--- src/rtl/fixed_pkg.sv ---
// Shared types and arithmetic helpers for the fixed-point adder/accumulator.
// Helpers work on a wide carrier and take the active width as an argument.
package fixed_pkg;

  localparam int MAX_W = 256;

  typedef logic [MAX_W-1:0] wide_t;

  typedef enum logic {
    IDLE,
    ACC
  } state_t;

  typedef struct packed {
    wide_t res;
    logic  ovf;
    logic  unf;
  } add_res_t;

  function automatic wide_t wmask(input int w);
    if (w >= MAX_W) return '1;
    return (wide_t'(1) << w) - wide_t'(1);
  endfunction

  function automatic wide_t sat_max(input int w);
    return wmask(w) >> 1;
  endfunction

  function automatic wide_t sat_min(input int w);
    return wide_t'(1) << (w - 1);
  endfunction

  function automatic logic sign_of(
    input wide_t v,
    input int    w
  );
    wide_t t;
    t = v >> (w - 1);
    return t[0];
  endfunction

  function automatic add_res_t add_sat(
    input wide_t x,
    input wide_t y,
    input int    w,
    input logic  sat
  );
    add_res_t o;
    wide_t    r;
    logic     sx, sy, sr;
    r     = (x + y) & wmask(w);
    sx    = sign_of(x, w);
    sy    = sign_of(y, w);
    sr    = sign_of(r, w);
    o.ovf = !sx && !sy && sr;
    o.unf = sx && sy && !sr;
    if (sat && o.ovf)      o.res = sat_max(w);
    else if (sat && o.unf) o.res = sat_min(w);
    else                   o.res = r;
    return o;
  endfunction

endpackage

--- src/rtl/fixed_add_acc_if.sv ---
// Stream bundle of the adder/accumulator: input beat, result and status.
// master drives operands and out_ready; slave is the datapath.
interface fixed_add_acc_if #(
  parameter int WIDTH = 128,
  parameter int CNT_W = 16
);

  logic             clear;
  logic             in_valid;
  logic             in_ready;
  logic             mode;
  logic             last;
  logic [WIDTH-1:0] a_in;
  logic [WIDTH-1:0] b_in;
  logic             out_valid;
  logic             out_ready;
  logic [WIDTH-1:0] sum_out;
  logic             overflow;
  logic             underflow_q;
  logic             sticky_ovf;
  logic             sticky_unf;
  logic [CNT_W-1:0] run_count;

  modport master (
    output clear, in_valid, mode, last,
    output a_in, b_in, out_ready,
    input  in_ready, out_valid, sum_out,
    input  overflow, underflow_q,
    input  sticky_ovf, sticky_unf,
    input  run_count
  );

  modport slave (
    input  clear, in_valid, mode, last,
    input  a_in, b_in, out_ready,
    output in_ready, out_valid, sum_out,
    output overflow, underflow_q,
    output sticky_ovf, sticky_unf,
    output run_count
  );

endinterface

--- src/rtl/fixed_sat_add.sv ---
// Combinational two's-complement adder with optional clamping.
// Raises ovf/unf on signed overflow whether or not it clamps.
module fixed_sat_add
  import fixed_pkg::*;
#(
  parameter int WIDTH    = 128,
  parameter int SATURATE = 1
) (
  input  logic [WIDTH-1:0] x,
  input  logic [WIDTH-1:0] y,
  output logic [WIDTH-1:0] sum,
  output logic             ovf,
  output logic             unf
);

  wide_t    xw, yw;
  add_res_t r;

  always_comb begin
    xw = '0;
    yw = '0;
    xw[WIDTH-1:0] = x;
    yw[WIDTH-1:0] = y;
    r   = add_sat(xw, yw, WIDTH, SATURATE != 0);
    sum = r.res[WIDTH-1:0];
    ovf = r.ovf;
    unf = r.unf;
  end

  if (WIDTH < MAX_W) begin : g_pad
    logic unused_hi;
    assign unused_hi = ^r.res[MAX_W-1:WIDTH];
  end

endmodule

--- src/rtl/fixed_add_acc.sv ---
// Registered fixed-point pair adder / run accumulator with saturation.
// Mode 0 adds a+b; mode 1 sums a run of a_in until last.
module fixed_add_acc
  import fixed_pkg::*;
#(
  parameter int WIDTH    = 128,
  parameter int FRAC     = 8,
  parameter int SATURATE = 1,
  parameter int CNT_W    = 16
) (
  input logic            clk,
  input logic            rst_n,
  fixed_add_acc_if.slave bus
);

  if (FRAC >= WIDTH || WIDTH > MAX_W) begin : g_bad
    $error("fixed_add_acc: bad WIDTH/FRAC");
  end

  state_t           state, state_nx;
  logic [WIDTH-1:0] acc;
  logic [WIDTH-1:0] x, y, sum;
  logic             ovf, unf;
  logic             run_ovf, run_unf;
  logic             fire, acc_beat, produce;
  logic             res_ovf, res_unf;

  assign bus.in_ready = !bus.clear &&
                        (!bus.out_valid || bus.out_ready);

  assign fire     = bus.in_valid && bus.in_ready;
  assign acc_beat = fire && bus.mode;
  assign produce  = fire && (!bus.mode || bus.last);

  assign x = bus.mode ? acc      : bus.a_in;
  assign y = bus.mode ? bus.a_in : bus.b_in;

  fixed_sat_add #(
    .WIDTH    (WIDTH),
    .SATURATE (SATURATE)
  ) u_add (
    .x   (x),
    .y   (y),
    .sum (sum),
    .ovf (ovf),
    .unf (unf)
  );

  // A run result reports every overflow seen during the run.
  assign res_ovf = bus.mode ? (run_ovf | ovf) : ovf;
  assign res_unf = bus.mode ? (run_unf | unf) : unf;

  always_comb begin
    state_nx = state;
    if (acc_beat) state_nx = bus.last ? IDLE : ACC;
    if (bus.clear) state_nx = IDLE;
  end

  always_ff @(posedge clk or negedge rst_n) begin
    if (!rst_n) begin
      state           <= IDLE;
      acc             <= '0;
      run_ovf         <= 1'b0;
      run_unf         <= 1'b0;
      bus.run_count   <= '0;
      bus.sticky_ovf  <= 1'b0;
      bus.sticky_unf  <= 1'b0;
      bus.out_valid   <= 1'b0;
      bus.sum_out     <= '0;
      bus.overflow    <= 1'b0;
      bus.underflow_q <= 1'b0;
    end else begin
      state <= state_nx;
      if (bus.clear) begin
        acc            <= '0;
        run_ovf        <= 1'b0;
        run_unf        <= 1'b0;
        bus.run_count  <= '0;
        bus.sticky_ovf <= 1'b0;
        bus.sticky_unf <= 1'b0;
      end else begin
        if (acc_beat) begin
          if (state == IDLE)
            bus.run_count <= CNT_W'(1);
          else if (!(&bus.run_count))
            bus.run_count <= bus.run_count + CNT_W'(1);
          if (bus.last) begin
            acc     <= '0;
            run_ovf <= 1'b0;
            run_unf <= 1'b0;
          end else begin
            acc     <= sum;
            run_ovf <= run_ovf | ovf;
            run_unf <= run_unf | unf;
          end
        end
        if (produce) begin
          bus.sticky_ovf <= bus.sticky_ovf | res_ovf;
          bus.sticky_unf <= bus.sticky_unf | res_unf;
        end
      end
      if (produce) begin
        bus.out_valid   <= 1'b1;
        bus.sum_out     <= sum;
        bus.overflow    <= res_ovf;
        bus.underflow_q <= res_unf;
      end else if (bus.out_ready) begin
        bus.out_valid <= 1'b0;
      end
    end
  end

endmodule

--- src/flat_wrapper.sv ---
// flat-port wrapper written by rule: the top's interface ports become plain ports
module fixed_add_acc_flat import fixed_pkg::*;
#(
  parameter int WIDTH    = 128,
  parameter int FRAC     = 8,
  parameter int SATURATE = 1,
  parameter int CNT_W    = 16
)
  (clk, rst_n, bus_clear, bus_in_valid, bus_mode, bus_last, bus_a_in, bus_b_in, bus_out_ready, bus_in_ready, bus_out_valid, bus_sum_out, bus_overflow, bus_underflow_q, bus_sticky_ovf, bus_sticky_unf, bus_run_count);
  fixed_add_acc_if #(.WIDTH(WIDTH), .CNT_W(CNT_W)) bus_i ();
  input logic clk;
  input logic rst_n;
  input wire logic [$bits(bus_i.clear)-1:0] bus_clear;
  input wire logic [$bits(bus_i.in_valid)-1:0] bus_in_valid;
  input wire logic [$bits(bus_i.mode)-1:0] bus_mode;
  input wire logic [$bits(bus_i.last)-1:0] bus_last;
  input wire logic [$bits(bus_i.a_in)-1:0] bus_a_in;
  input wire logic [$bits(bus_i.b_in)-1:0] bus_b_in;
  input wire logic [$bits(bus_i.out_ready)-1:0] bus_out_ready;
  output wire logic [$bits(bus_i.in_ready)-1:0] bus_in_ready;
  output wire logic [$bits(bus_i.out_valid)-1:0] bus_out_valid;
  output wire logic [$bits(bus_i.sum_out)-1:0] bus_sum_out;
  output wire logic [$bits(bus_i.overflow)-1:0] bus_overflow;
  output wire logic [$bits(bus_i.underflow_q)-1:0] bus_underflow_q;
  output wire logic [$bits(bus_i.sticky_ovf)-1:0] bus_sticky_ovf;
  output wire logic [$bits(bus_i.sticky_unf)-1:0] bus_sticky_unf;
  output wire logic [$bits(bus_i.run_count)-1:0] bus_run_count;
  assign bus_i.clear = bus_clear;
  assign bus_i.in_valid = bus_in_valid;
  assign bus_i.mode = bus_mode;
  assign bus_i.last = bus_last;
  assign bus_i.a_in = bus_a_in;
  assign bus_i.b_in = bus_b_in;
  assign bus_i.out_ready = bus_out_ready;
  assign bus_in_ready = bus_i.in_ready;
  assign bus_out_valid = bus_i.out_valid;
  assign bus_sum_out = bus_i.sum_out;
  assign bus_overflow = bus_i.overflow;
  assign bus_underflow_q = bus_i.underflow_q;
  assign bus_sticky_ovf = bus_i.sticky_ovf;
  assign bus_sticky_unf = bus_i.sticky_unf;
  assign bus_run_count = bus_i.run_count;
  fixed_add_acc #(.WIDTH(WIDTH), .FRAC(FRAC), .SATURATE(SATURATE), .CNT_W(CNT_W)) u_core (.clk(clk), .rst_n(rst_n), .bus(bus_i));
endmodule
--- config.mk ---
export PLATFORM = sky130hd
export DESIGN_NAME = fixed_add_acc_flat
export DESIGN_NICKNAME = d
export VERILOG_FILES = /design/src/rtl/fixed_pkg.sv /design/src/rtl/fixed_add_acc_if.sv /design/src/rtl/fixed_sat_add.sv /design/src/rtl/fixed_add_acc.sv /design/src/flat_wrapper.sv
export SDC_FILE = /design/constraint.sdc
export NUM_CORES = 1
export LEC_CHECK = 0
export BUFFER_PORTS_ARGS = -buffer_cell sky130_fd_sc_hd__clkbuf_2
export CORE_ASPECT_RATIO = 0.8
export CORE_MARGIN = 10
export CORE_UTILIZATION = 40
export DETAILED_ROUTE_END_ITERATION = 7
export GPL_TIMING_DRIVEN = 0
export SYNTH_ARGS = -nofsm -noshare
export SYNTH_HDL_FRONTEND = slang
export SYNTH_SLANG_ARGS = --single-unit
--- constraint.sdc ---
create_clock -name clk -period 4.85 [get_ports clk]
set_input_delay 0.485 -clock clk [delete_from_list [all_inputs] [get_ports clk]]
set_output_delay 0.485 -clock clk [all_outputs]
set_load 0.01 [all_outputs]
* Word-level counts from Yosys, hierarchy flattened
Index checks and enable logic that the tools add are counted.
W data, S select, Z words.
** Storage, ports and cells
- Flip-flop bits (word level) :: 280
- Bits of input ports :: 263
- Output and inout bits :: 150
** Cells by class
- Add/sub/neg operators :: 2
- Equality and inequality tests :: 1
- Mux-type cells :: 28
- Bitwise gates (word level) :: 4
- Reduce and logical (&&, ||, !) cells :: 21
** Operators by type and width (number)
- $mux W128 :: 7
- $add A128 B128 Y128 :: 1
- $mux W16 :: 4
- $mux W1 :: 17
- $add A16 B1 Y16 const B :: 1
- $reduce_and A16 Y1 :: 1
- $logic_and A1 B1 Y1 :: 8
- $logic_not A1 Y1 :: 6
- $reduce_bool A2 Y1 :: 3
- $or A1 B1 Y1 :: 4
- $ne A3 B3 Y1 const B :: 1
- $logic_or A1 B1 Y1 :: 2
- $reduce_and A2 Y1 :: 1

* Depth between registers and ports, before layout
- Depth after elaboration :: 9
- Mapped depth :: 23
- Mapped depth without buffers :: 19

* Cells and area by module
From an unflattened synthesis, not the netlist that was laid out.
** Unflattened totals
- Cell total of the unflattened synthesis :: 2484
- Area, all modules :: 23065.9 um^2
** Modules (own cells, without submodules)
- fixed_add_acc :: instances 1, cells an instance 978, area an instance 13558.0 um^2, sequential area each 7006.7 um^2
- fixed_sat_add :: instances 1, cells an instance 1506, area an instance 9507.9 um^2, sequential area each 0.0 um^2

* Worst setup path before layout
No wires, ideal clock.
- Path kind :: input to register
- From :: in bus_mode
- To :: reg u_core.bus.sum_out[100]
- Arrival :: 5.704 ns
- Data required time :: 4.724 ns
- Path slack :: -0.981 ns
- Stages on the path :: 22
- Cells stage by stage :: clkbuf_1 clkbuf_1 clkbuf_1 mux2i_1 inv_1 ha_1 a21oi_1 o211ai_2 a31oi_2 a211oi_2 o311ai_2 a31oi_1 nor3_1 o21ai_1 a221o_1 a21o_1 fa_1 nor2b_1 clkbuf_1 nor2_1 clkbuf_1 a221o_1
** On the way
- Word-level cells in the longest chain between the ends :: 6
** RTL lines
- start: declaration :: line flat_wrapper.sv:15 : input wire logic [$bits(bus_i.mode)-1:0] bus_mode;
- $mux W128 (on tied branches) :: line fixed_add_acc.sv:35, fixed_add_acc.sv:36
- $add A128 B128 Y128 :: line fixed_pkg.sv:51 : r = (x + y) & wmask(w);
- $logic_not A1 Y1 :: line fixed_pkg.sv:56 : o.unf = sx && sy && !sr;
- $logic_and A1 B1 Y1 :: line fixed_pkg.sv:56
- $mux W128 :: line fixed_pkg.sv:58 : else if (sat && o.unf) o.res = sat_min(w);
- $mux W128 :: line fixed_pkg.sv:57 : if (sat && o.ovf) o.res = sat_max(w);
- end signal: assignment :: line fixed_add_acc.sv:104 : bus.sum_out <= sum;
- end: declaration :: line fixed_add_acc_if.sv:36 : output in_ready, out_valid, sum_out,
Several ways; a longest one is shown, not always the timed one.
A chain may end at the register's enable or synchronous reset.

* Worst setup path after layout
- From :: in bus_mode
- To :: reg u_core.acc[29]
** On the way
- Word-level cells in the longest chain between the ends :: 9
** RTL lines
- $mux W128 (on tied branches) :: line fixed_add_acc.sv:35, fixed_add_acc.sv:36
- $add A128 B128 Y128 :: line fixed_pkg.sv:51
- $logic_not A1 Y1 :: line fixed_pkg.sv:56
- $logic_and A1 B1 Y1 :: line fixed_pkg.sv:56
- $mux W128 :: line fixed_pkg.sv:58
- $mux W128 :: line fixed_pkg.sv:57
- $mux W128 :: line fixed_add_acc.sv:87 : if (bus.last) begin
- $mux W128 :: line fixed_add_acc.sv:82 : if (acc_beat) begin
- $mux W128 :: line fixed_add_acc.sv:74 : if (bus.clear) begin
- end signal: assignment :: line fixed_add_acc.sv:92 : acc <= sum;
- end: declaration :: line fixed_add_acc.sv:21 : logic [WIDTH-1:0] acc;
Several ways; a longest one is shown, not always the timed one. The select of a mux whose other input is x is not followed.

==> summary.md <==
| Metric | Value |
|---|---|
| Area delta synth->final | `30.56%` |
| Clk slew on worst S/H paths | `0.06 ns` |
| Slowest-stage cell, CP | `fa_2` |
| Clk sinks | `280` |
| Synthesis-stage register bit count | `280` |
| Max Slew Vio Count | `0` |
| Post-synthesis cell area | `22,580 sq um` |
| Crit Path Class | `primary input to flop` |
| EDFF count, synth | `0` |
| Tmin final | `4.960 ns` |
| Sequential element share of the synthesized area | `31.03%` |
| CTS root buffer | `clkbuf_16` |
| First-pass GRT wire length | `149,100 microns` |
| Post-synth top cells | `319 x a21oi_1, 280 x dfrtp_1, 279 x nand2_1, 253 x mux2_2, 235 x o21ai_0` |
| Die Width | `285.6 microns` |
| Final worst-path setup slack | `-0.1101 ns` |
| Initial antenna violation count | `3` |
| Largest net degree at the start of global routing | `103` |
| Total of max-cap violations | `0` |
| Placer congestion estimate | `0.9757` |
| R2R Setup Slk | `-0.07 ns` |
| CP Launch Type | `primary input` |
| Worst slew pin tran | `1.264 ns` |
| Vias per cell | `5.973` |
| Max incr delay on CP | `0.65 ns` |
| Main area contributors after synthesis | `dfrtp_1 31%, mux2_2 13%, ha_1 7.2%, a21oi_1 7.1%, o21ai_0 5.2%` |
| Worst hold slack | `0.2391 ns` |
| FF-to-FF Start | `u_core.acc[64]` |
| Failing checks | `setup timing` |
| Setup crit end kind | `flop` |
| Clk_skew | `0.03021 ns` |
| Share of cells above drive strength 1 | `35.53%` |
| Reg2reg path depth | `19` |
| Port-buffer cells | `410` |
| Fmax achieved | `201.6 MHz` |
| Placement Rows | `77` |
| Initial Util | `40.62%` |
| Placement Cell Area | `26,090 sq um` |
| Die area | `66,410 sq um` |
| Synth Flop Type | `dfrtp_1` |
| Post-synth cell types | `83` |
| Fin area | `29,480 sq um` |
| Yosys Warn Count | `0` |
| Async SR Flop Fraction | `100.0%` |
| Peak supply drop | `0.0002483 V` |
| CTS tree | `done` |
| Max transition margin | `15.71%` |
| Setup-failing EPs final | `165` |
| Pleak | `13.13 nW` |
| Die Y | `232.5 microns` |
| Hold path start | `bus_out_ready` |
| Syn Area/Cell | `8.530 sq um` |
| Vias | `23,250` |
| CP Data Required Time | `5.31 ns` |
| DR iter-0 viols | `2,304` |
| Placeable Area | `55,590 sq um` |
| GRT Total Usage | `29.28%` |
| Mapped Cells | `2,647` |
| Total gr overflow | `0` |
| Most Frequent Cell on Critical Path | `a21o_1` |
| Mapped Nets | `3,042` |
| Hold EP | `u_core.bus.out_valid` |
| I/O Pins | `413` |
| Final Cycle Share | `102.3%` |
| Hpwl dp | `80,940 microns` |
| Clk buf depth | `3` |
| Hold Violations, Final | `0` |
| Cell chain of the critical path | `clkbuf_16, clkbuf_16, buf_6, mux2_2, ha_4, a21o_1, a21o_1, a21oi_2, o32ai_1, a211oi_2, buf_4, a31oi_4, nor3_4, o21ai_2, a221o_1, a21o_1, fa_2, and2_4, clkbuf_4, a21oi_4, o21ai_1` |
| Hold depth | `3` |
| Status | `finished with violations` |
| Synth top area share | `31.03%` |
| Clock buffer count from CTS | `34` |
| # DRC | `0` |
| Drt pass-1 iters | `5` |
| Pwr dens | `359.9 nW/um^2` |
| Unrepaired setup endpoints after global routing | `true` |
| Number of global-route vias before repair | `23,050` |
| Worst skew pair latency | `0.58 ns` |
| Worst min-delay path category | `primary input to flop` |
| Most common cell in the synthesized netlist | `a21oi_1` |
| CP arrival | `5.42 ns` |
| Routed Antenna Nets | `0` |
| Crit Path Max Fanout | `10` |
| Drt total wl | `101,700 microns` |
| Setup TNS | `-7.066 ns` |
| Nets | `3,510` |
| Mean routed wirelength per cell | `26.13 microns` |
| H-tree depth | `2` |
| FF-to-FF End | `u_core.acc[29]` |
| Cell taking the most area after synthesis | `dfrtp_1` |
## worst max path at each step
stage	from	end	slack [ns]
after CTS	bus_mode	u_core.bus.sum_out[120]	-0.04
final	bus_mode	u_core.acc[29]	-0.11
after global routing	bus_mode	u_core.acc[114]	-0.21
after detailed placement	bus_mode	u_core.acc[126]	-2.20
after global placement	rst_n	u_core.acc[112]	-2.86
after floorplan	bus_mode	u_core.bus.sum_out[100]	-0.04
## state kept, by name, indices dropped and copies added (netlist names)
signal                  cells
u_core.state                1
u_core.bus.run_count       16
u_core.bus.sticky_unf       1
u_core.run_unf              1
u_core.bus.sticky_ovf       1
u_core.bus.overflow         1
u_core.bus.out_valid        1
u_core.bus.underflow_q      1
u_core.acc                128
u_core.bus.sum_out        128
u_core.run_ovf              1
## routing by layer
metal	vias to the layer above	part of all wire [%]	GRT usage [%]
li1	10680	-	-
met1	11450	48	42.51
met2	988	41	41.67
met3	120	9.1	8.192
met4	2	2.5	7.656
met5	-	0.013	0
## metrics by stage
stage          setup WS (ns)  util (%)  power [mW]  instances
3_3_place_gp          -2.864     46.78       7.210       3807
5_1_grt              -0.2116     53.03       11.14       3892
4_1_cts             -0.04079     51.90       10.39       3882
2_1_floorplan       -0.03952         -       5.585       2647
3_5_place_dp          -2.203     46.93       7.243       3810
6_report             -0.1101     53.03       10.61       3892
## kinds of logic (layout without fill, tap and decap cells)
kind of cell	Yosys count	count (layout)	synth area share, %
AO/OA/AOI/OAI	899	899	25.37
AND/OR/NAND/NOR	723	723	14.46
flip-flops	280	280	31.03
multiplexers	259	259	12.88
buffers and inverters	223	717	3.785
adder cells (fa/ha/maj)	132	132	7.382
XOR/XNOR	131	131	5.082
other	0	1	0
## final cells by class
cell class | count | area (sq um)
diodes | 1 | 2.502
plain buffers | 140 | 1303
clock buffers | 47 | 1001
clock inverters | 15 | 182.7
fillers | 5254 | 26110
inverters | 42 | 157.7
multi-input cells | 2144 | 16140
flip-flops and latches | 280 | 7007
well taps | 750 | 938.4
repair buffers | 473 | 2749
## worst max-delay path: cells and delay by family
family	cells	cell delay, ns
multiplexers	1	0.37
adder cells (fa/ha/maj)	2	0.92
AND/OR/NAND/NOR	2	0.62
AO/OA/AOI/OAI	11	1.86
buffers and inverters	5	1.11
## layout by cell type, fill, tap and decap left out, drive strengths merged, types with 6 or more instances in the layout
cell    netlist  layout
a21o         69      69
a211o         6       6
nor2        226     226
clkinv        0      10
xnor2        74      74
ha          130     130
a221o        80      80
xor2         57      57
nand4        80      80
and4          7       7
nand2b       11      11
buf          24      88
nand2       279     279
inv          42      43
nor3         29      29
dfrtp       280     280
mux2i         6       6
a31oi        18      18
and3          8       8
o21ai       255     255
nor4         11      11
o211ai       14      14
a21oi       327     327
nor2b        10      10
nand3        29      29
mux2        253     253
o21a         23      23
o22ai         6       6
and2          7       7
or2           6       6
o31ai        11      11
o221a         6       6
o21bai       39      39
clkbuf      157     571
or3          13      13
a211oi       11      11
## report_power, final
part           internal, mW  switching [mW]  leakage (nW)
combinational          1.88            2.85          8.96
sequential             2.79           0.313          3.58
clock                  1.62            1.16         0.586
## what timing repair did
| item | 4_1_cts | 5_1_grt |
|---|---|---|
| gates cloned | 5 | 2 |
| hold endpoints to repair | 7 | 0 |
| endpoints found under the setup margin | 260 | 259 |
| hold buffers | 1 | 0 |
| gates resized for setup | 354 | 121 |
| setup buffers | 43 | 12 |
| pin swaps | 44 | 19 |
Power figures use the tool's default switching activity.
